`src/rtl/adc_scan_controller.sv`:
```
// adc_scan_controller: ADC128S022 channel scanner; define ADC_SCAN_REGFILE_EN to add the 8x12 result register file
module adc_scan_controller #(
    parameter int         CLK_DIV      = 25,
    parameter logic [7:0] CHANNEL_MASK = 8'hFF
) (
    input  logic        CLOCK_50,
    input  logic        reset,
    input  logic        start,
    input  logic        continuous,
    output logic        ADC_CS_N,
    output logic        ADC_SCLK,
    output logic        ADC_SADDR,
    input  logic        ADC_SDAT,
    output logic        result_valid,
    output logic [2:0]  result_channel,
    output logic [11:0] result_data,
    output logic        busy,
    output logic        done,
    input  logic [2:0]  rd_addr,
    output logic [11:0] rd_data
);
    typedef enum logic [1:0] {IDLE, SETUP, XFER, GAP} state_t;

    function automatic logic [3:0] next_ch(input int c);
        logic [3:0] r;
        r = 4'd8;
        for (int i = 7; i >= 0; i--)
            if (CHANNEL_MASK[i] && i > c) r = 4'(i);
        return r;
    endfunction

    localparam logic [3:0] FIRST    = next_ch(-1);
    localparam logic       EMPTY    = CHANNEL_MASK == 8'd0;
    localparam logic [7:0] DIV_LAST = 8'(CLK_DIV - 1);

    state_t      state;
    logic [7:0]  div_cnt;
    logic [4:0]  half_cnt;
    logic [2:0]  frame_addr, data_ch;
    logic        prime, last, fin;
    logic [11:0] shift;
    logic [15:0] frame_word;
    logic [3:0]  bit_next, nxt;
    logic        div_end, go;

    always_comb begin
        frame_word = {2'b00, frame_addr, 11'd0};
        bit_next   = 4'((half_cnt + 5'd1) >> 1);
        nxt        = next_ch(int'(frame_addr));
        div_end    = div_cnt == DIV_LAST;
        go         = (start && !busy) || (done && continuous && !EMPTY);
    end

    // data_ch is the address sent in the previous frame: the ADC answers one frame late
    always_ff @(posedge CLOCK_50 or posedge reset) begin
        if (reset) begin
            state          <= IDLE;
            div_cnt        <= '0;
            half_cnt       <= '0;
            frame_addr     <= '0;
            data_ch        <= '0;
            prime          <= 1'b0;
            last           <= 1'b0;
            fin            <= 1'b0;
            shift          <= '0;
            ADC_CS_N       <= 1'b1;
            ADC_SCLK       <= 1'b1;
            ADC_SADDR      <= 1'b0;
            result_valid   <= 1'b0;
            result_channel <= '0;
            result_data    <= '0;
            busy           <= 1'b0;
            done           <= 1'b0;
        end else begin
            done         <= 1'b0;
            fin          <= 1'b0;
            result_valid <= fin && !prime;
            if (fin && !prime) begin
                result_channel <= data_ch;
                result_data    <= shift;
            end
            div_cnt <= div_end ? 8'd0 : div_cnt + 8'd1;
            case (state)
                IDLE: begin
                    div_cnt <= '0;
                    if (go && EMPTY) begin
                        done <= 1'b1;
                        busy <= 1'b1;
                    end else if (go) begin
                        state      <= SETUP;
                        busy       <= 1'b1;
                        ADC_CS_N   <= 1'b0;
                        frame_addr <= FIRST[2:0];
                        prime      <= 1'b1;
                        last       <= 1'b0;
                    end else if (done) begin
                        busy <= 1'b0;
                    end
                end
                SETUP: if (div_end) begin
                    state     <= XFER;
                    half_cnt  <= '0;
                    ADC_SCLK  <= 1'b0;
                    ADC_SADDR <= frame_word[15];
                end
                XFER: if (div_end) begin
                    half_cnt <= half_cnt + 5'd1;
                    if (!half_cnt[0]) begin
                        ADC_SCLK <= 1'b1;
                        shift    <= {shift[10:0], ADC_SDAT};
                        fin      <= half_cnt == 5'd30;
                    end else if (half_cnt == 5'd31) begin
                        state    <= GAP;
                        ADC_CS_N <= 1'b1;
                    end else begin
                        ADC_SCLK  <= 1'b0;
                        ADC_SADDR <= frame_word[4'd15 - bit_next];
                    end
                end
                GAP: if (div_end) begin
                    if (last) begin
                        state <= IDLE;
                        done  <= 1'b1;
                    end else begin
                        state      <= SETUP;
                        ADC_CS_N   <= 1'b0;
                        prime      <= 1'b0;
                        data_ch    <= frame_addr;
                        frame_addr <= nxt[3] ? FIRST[2:0] : nxt[2:0];
                        last       <= nxt[3];
                    end
                end
            endcase
        end
    end

`ifdef ADC_SCAN_REGFILE_EN
    logic [11:0] regs [8];

    always_ff @(posedge CLOCK_50 or posedge reset) begin
        if (reset) begin
            for (int i = 0; i < 8; i++) regs[i] <= '0;
        end else if (result_valid) begin
            regs[result_channel] <= result_data;
        end
    end

    assign rd_data = regs[rd_addr];
`else
    logic unused_rd;

    assign unused_rd = ^rd_addr;
    assign rd_data   = 12'h000;
`endif
endmodule

```
`config.mk`:
```
export PLATFORM = sky130hd
export DESIGN_NAME = adc_scan_controller
export DESIGN_NICKNAME = d
export VERILOG_FILES = /design/src/rtl/adc_scan_controller.sv
export SDC_FILE = /design/constraint.sdc
export NUM_CORES = 1
export LEC_CHECK = 0
export ABC_CLOCK_PERIOD_IN_PS = 2800
export BUFFER_PORTS_ARGS = -buffer_cell sky130_fd_sc_hd__buf_2
export CAP_MARGIN = 25
export CORE_MARGIN = 3
export CORE_UTILIZATION = 45
export DETAILED_ROUTE_END_ITERATION = 10
export MAX_ROUTING_LAYER = met4
export PLACE_DENSITY = 0.66
export RECOVER_POWER = 50
export SYNTH_ARGS = -nofsm -noshare
export SYNTH_HDL_FRONTEND = slang
export SYNTH_SLANG_ARGS = --single-unit
export TNS_END_PERCENT = 1
```
`constraint.sdc`:
```
create_clock -name CLOCK_50 -period 2.8 [get_ports CLOCK_50]
set_clock_uncertainty 0.05 [all_clocks]
set_input_delay 0.14 -clock CLOCK_50 [delete_from_list [all_inputs] [get_ports CLOCK_50]]
set_output_delay 0.14 -clock CLOCK_50 [all_outputs]
set_load 0.005 [all_outputs]
```
======== Word-level counts from Yosys, hierarchy flattened ========
Cells that the tools add are included.
word-level totals
  register bits after elaboration ......... 57
  output and inout port bits .............. 33
cells by class
  add/subtract/negate cells ............... 3
  $lt $le $gt $ge ......................... 8
  equal/unequal tests ..................... 15
  mux-type cells .......................... 56
  bitwise logic cells ..................... 2
  reductions and logical operators ........ 21
operators by type and width
  kind                   count
  $mux W4                7
  $mux W1                26
  $mux W8                2
  $ne A2 B2 Y1 const B   8
  $gt A3 B3 Y1 const A   4
  $mux W2                6
  $mux W3                4
  $reduce_and A3 Y1      4
  $eq A5 B5 Y1 const B   2
  $mux W5                2
  $pmux W5 S2            1
  $add A8 B1 Y8 const B  1
  $eq A8 B5 Y1 const B   1
  $pmux W1 S2            4
  $pmux W2 S4            1
  $reduce_and A4 Y1      2
  $reduce_and A7 Y1      1
  $gt A2 B3 Y1 const A   2
  $pmux W3 S2            1
  $reduce_and A6 Y1      1
  $reduce_bool A2 Y1     3
  $add A5 B1 Y5 const B  1
  $lt A4 B5 Y1 const B   1
  $reduce_and A5 Y1      1
  14 further kinds       19

======== Depth between registers and ports, before layout ========
  word-level depth ........................ 12
  gate-level depth with buffers ........... 8
  depth with buffers taken out ............ 8

======== Worst setup path before layout ========
No wires, ideal clock.
  kind .................................... register to register
  start point ............................. register half_cnt[1]
  end point ............................... register state[1]
  library setup time ...................... 0.125 ns
  arrival ................................. 1.792 ns
  data required time ...................... 2.625 ns
  slack ................................... 0.833 ns
  cell stages (with the launch flop) ...... 8
  buffers on the path ..................... 0
  clock period less this slack ............ 1.967 ns
  cells stage by stage .................... dfrtp_1 -> ha_1 -> inv_1 -> nor2_1 -> ha_1 -> nand4_1 -> a211o_1 -> mux2_4
on the way
  word-level cells in the longest chain between the ends .. 3
RTL lines
  what                                line  source
  start: declaration                  38    logic [4:0] half_cnt;
  start signal: assignment            107   half_cnt <= half_cnt + 5'd1;
  $eq A5 B5 Y1                        112   end else if (half_cnt == 5'd31) begin
  $ne A2 B2 Y1 (no source line)       --
  $reduce_and A6 Y1 (no source line)  --
  end signal: assignment              113   state <= GAP;
  end signal: assignment              122   state <= IDLE;
  end signal: assignment              125   state <= SETUP;
  end: declaration                    36    state_t state;
Every way passes these cells.
A chain may end at the register's enable or synchronous reset.

======== Final worst setup path ========
  start point ............................. register half_cnt[0]
  end point ............................... register state[1]
on the way
  word-level cells in the longest chain between the ends .. 3
  elaborated cells on any way between the ends .. 4
  those cells by class .................... eq/ne (3); reduce/logical (1)
RTL lines
  what                                  line
  $eq A5 B5 Y1                          112
  $ne A2 B2 Y1 (no source line)         --
  $reduce_and A6 Y1 (no source line) *  --
Mark *: on every way between the ends. The rest lies on a longest branch, timed or not.

==> key figures <==
Synth
  • Cell Area, Synth: 0.00295 mm²
  • Main combinational cell family by area after synthesis: multiplexers
  • Synth Area in Adders: 0.0424
  • Post-synthesis mux area share: 0.150
  • Distinct cells, synth: 53
  • Top FF cell, synth: dfrtp_1
  • Compound-Gate Fraction of Synth Area: 0.0942
  • Post-synthesis sequential area ratio: 0.485
  • Synth Area in Simple Gates: 0.140
  • Synth Register Bits: 57
  • Xor and xnor area share after synthesis: 0.0178
  • EDFF count, synth: 0
  • Asr flop ratio synth: 1.00
  • Synthesized area per cell: 11.7 µm²
  • Post-Synthesis Cells: 253
  • Ys Warns: 0

Routing
  • Routed vias/inst: 5.55
  • DRT antenna net count: 0
  • Drt drc: 0
  • WL per Instance: 15.1 µm
  • Via count: 1,991
  • WL final: 5430 µm
  • First drt pass iteration count: 4
  • Iteration-0 DRC Markers: 122

Placement
  • Buffers on Ports: 25
  • HPWL Detailed: 3640 µm
  • Routability Congestion: 0.800

STA
  • RSZ-0062 raised after global routing: false
  • Final hold vios: 0
  • Final worst path period share: 0.836
  • Min cycle time layout: 2.34 ns
  • Min Hold Slack: 0.226 ns
  • Final Max Slew Viols: 0
  • Fin Setup TNS: 0 ns
  • Final setup viols: 0
  • F_max: 427 MHz
  • Relative slew slack: 0.0497
  • Worst slew pin tran: 1.43 ns

Critical path
  • CP Max Fanout: 12
  • Worst EP arrival: 2.51 ns
  • Reg2reg path depth: 7
  • Flop2flop setup slack: 0.46 ns
  • CP Class: reg2reg
  • Critical path startpoint category: flop
  • FF-to-FF Start: half_cnt[0]
  • Worst EP required: 2.96 ns
  • R2r endpoint: state[1]
  • Crit end category: flop

Floorplan
  • I/O pins: 41
  • Die area: 0.00756 mm²
  • Row cnt: 28
  • Core area: 0.00613 mm²
  • Die Y: 87.0 µm
  • Die W: 87.0 µm
  • Initial Utilization: 0.481

CTS
  • CTS H-tree lvls: 3
  • Clk Latency, worst-skew pair: 0.32 ns
  • CTS resizes: 0
  • Root Buffer: clkbuf_8
  • Total CTS buffers: 9
  • TritonCTS clock tree: done
  • Clock transition at the registers of the reported paths: 0.07 ns
  • Clock Tree Buf Depth: 2
  • Num Clock Sinks: 57

Worst hold path
  • Hold_sp: continuous
  • Hold Path Class: in2reg
  • Cells on Worst Hold Path: 4
  • WHS Endpoint: frame_addr[1]

Power
  • Leakage: 1.64 nW
  • Peak VDD IR: 0.000464 V
  • PwrDens: 708 mW/mm²

Layout
  • Area grow syn2layout: 11.2%
  • Fraction of layout cells with a size suffix above 1: 0.285
  • # diodes: 0
  • Nets: 297

GRT
  • Aggregate global-route resource usage: 0.157
  • Initial antenna violation count: 0
  • Largest net degree at the start of global routing: 58
  • First-pass GRT wire length: 9040 µm
  • Vias in the first global route: 1,823
  • GRT Residual Overflow: 0

Outcome
  • Status: completed

Run
  • Max-cap violations: 0
-- flip-flops by register name, summed over array words and instances, names as in the netlist, 2 cells and up --
name and count:
result_data 12, half_cnt 5, result_channel 3, frame_addr 3, div_cnt 8, data_ch 3, shift 12, state 2
-- metrics by stage --
step | setup WS, ns | utilization | power, mW | instances | instance area, µm²
finish | 0.458 | 0.535 | 2.32 | 359 | 3280
global route | 0.268 | 0.535 | 2.45 | 359 | 3280
CTS | 0.474 | 0.538 | 2.34 | 359 | 3300
detailed placement | 0.479 | 0.503 | 1.57 | 341 | 3080
global placement | 0.524 | 0.503 | 1.55 | 341 | 3080
floorplan | 0.833 | - | 1.44 | 264 | 2990
-- cell type report --
type	instances	area, µm²
inverters	12	45.0
multi-input cells	169	1360
flip-flops and latches	57	1430
well taps	75	93.8
repair buffers	30	161
fillers	541	2850
clock inverters	5	55.1
clock buffers	11	141
-- logic make-up after synthesis --
logic type	after synthesis
buffers and inverters	38
xor gates and xnor gates	6
other	1
and+or+nand+nor	68
adders and majority gates	10
AOI/OAI and AO/OA	37
muxes	36
DFF	57
-- cell usage after synthesis, types with 4 or more instances --
library cell  number  area share
inv_1             12       0.015
nor3_1            10       0.017
nand3_1            9       0.015
o21ai_0            5      0.0085
a21oi_1            4      0.0068
buf_4             14       0.036
nand4_1            6       0.013
ha_1              10       0.042
a22o_1             5       0.015
and3_1             4      0.0085
mux2i_1            4       0.014
mux2_2            21       0.080
nand2_1           13       0.017
clkbuf_1           8       0.010
mux2_4            11       0.056
xor2_1             5       0.015
nor2_1             5      0.0064
dfrtp_1           55        0.47
-- how the worst max path moves through the flow --
| stage | startpoint | slack [ns] | end | cells after the start |
|---|---|---|---|---|
| floorplan | half_cnt[1] | 0.83 | state[1] | 7 |
| CTS | half_cnt[0] | 0.47 | state[1] | 7 |
| finish | half_cnt[0] | 0.46 | state[1] | 7 |
| detailed placement | half_cnt[0] | 0.48 | state[1] | 7 |
| global route | half_cnt[0] | 0.27 | state[1] | 7 |
| global placement | half_cnt[0] | 0.52 | state[1] | 7 |
-- what timing repair did --
| item | CTS | global route |
|---|---|---|
| setup endpoints to repair | 0 | 0 |
| hold buffers | 2 | 0 |
| hold endpoints to repair | 56 | 0 |
| setup buffers | 0 | 0 |
-- critical path, cell delays in order (launching register included) --
cell and delay, ns:
dfrtp_1 0.54, ha_1 0.31, inv_1 0.12, nor2_1 0.13
ha_1 0.22, nand4_1 0.18, a211o_1 0.38, mux2_4 0.30
-- routing by layer --
metal,GRT usage,vias up,share of wire
met5,-,-,0
met4,0.0652,0,0.0066
met3,0.0312,4,0.058
met2,0.218,61,0.46
met1,0.223,980,0.48
li1,-,946,-
-- cells in the final DEF, fill, tap and decap left out, drive strengths merged, types with 5 or more instances in the layout --
cell | netlist | layout
o21ai | 5 | 5
xor2 | 5 | 5
mux2 | 32 | 32
nor2 | 6 | 6
nand4 | 6 | 6
dfrtp | 55 | 55
ha | 10 | 10
buf | 18 | 24
nand3 | 10 | 10
inv | 12 | 12
conb | 1 | 12
nor3 | 11 | 11
clkbuf | 8 | 15
nand2 | 13 | 13
a22o | 5 | 5
-- power by group --
group / switching, mW / total, mW / internal [mW]
Combinational: 0.323 / 0.561 / 0.238
Sequential: 0.108 / 1.00 / 0.895
Clock: 0.326 / 0.758 / 0.432
Power figures use the tool's default switching activity.
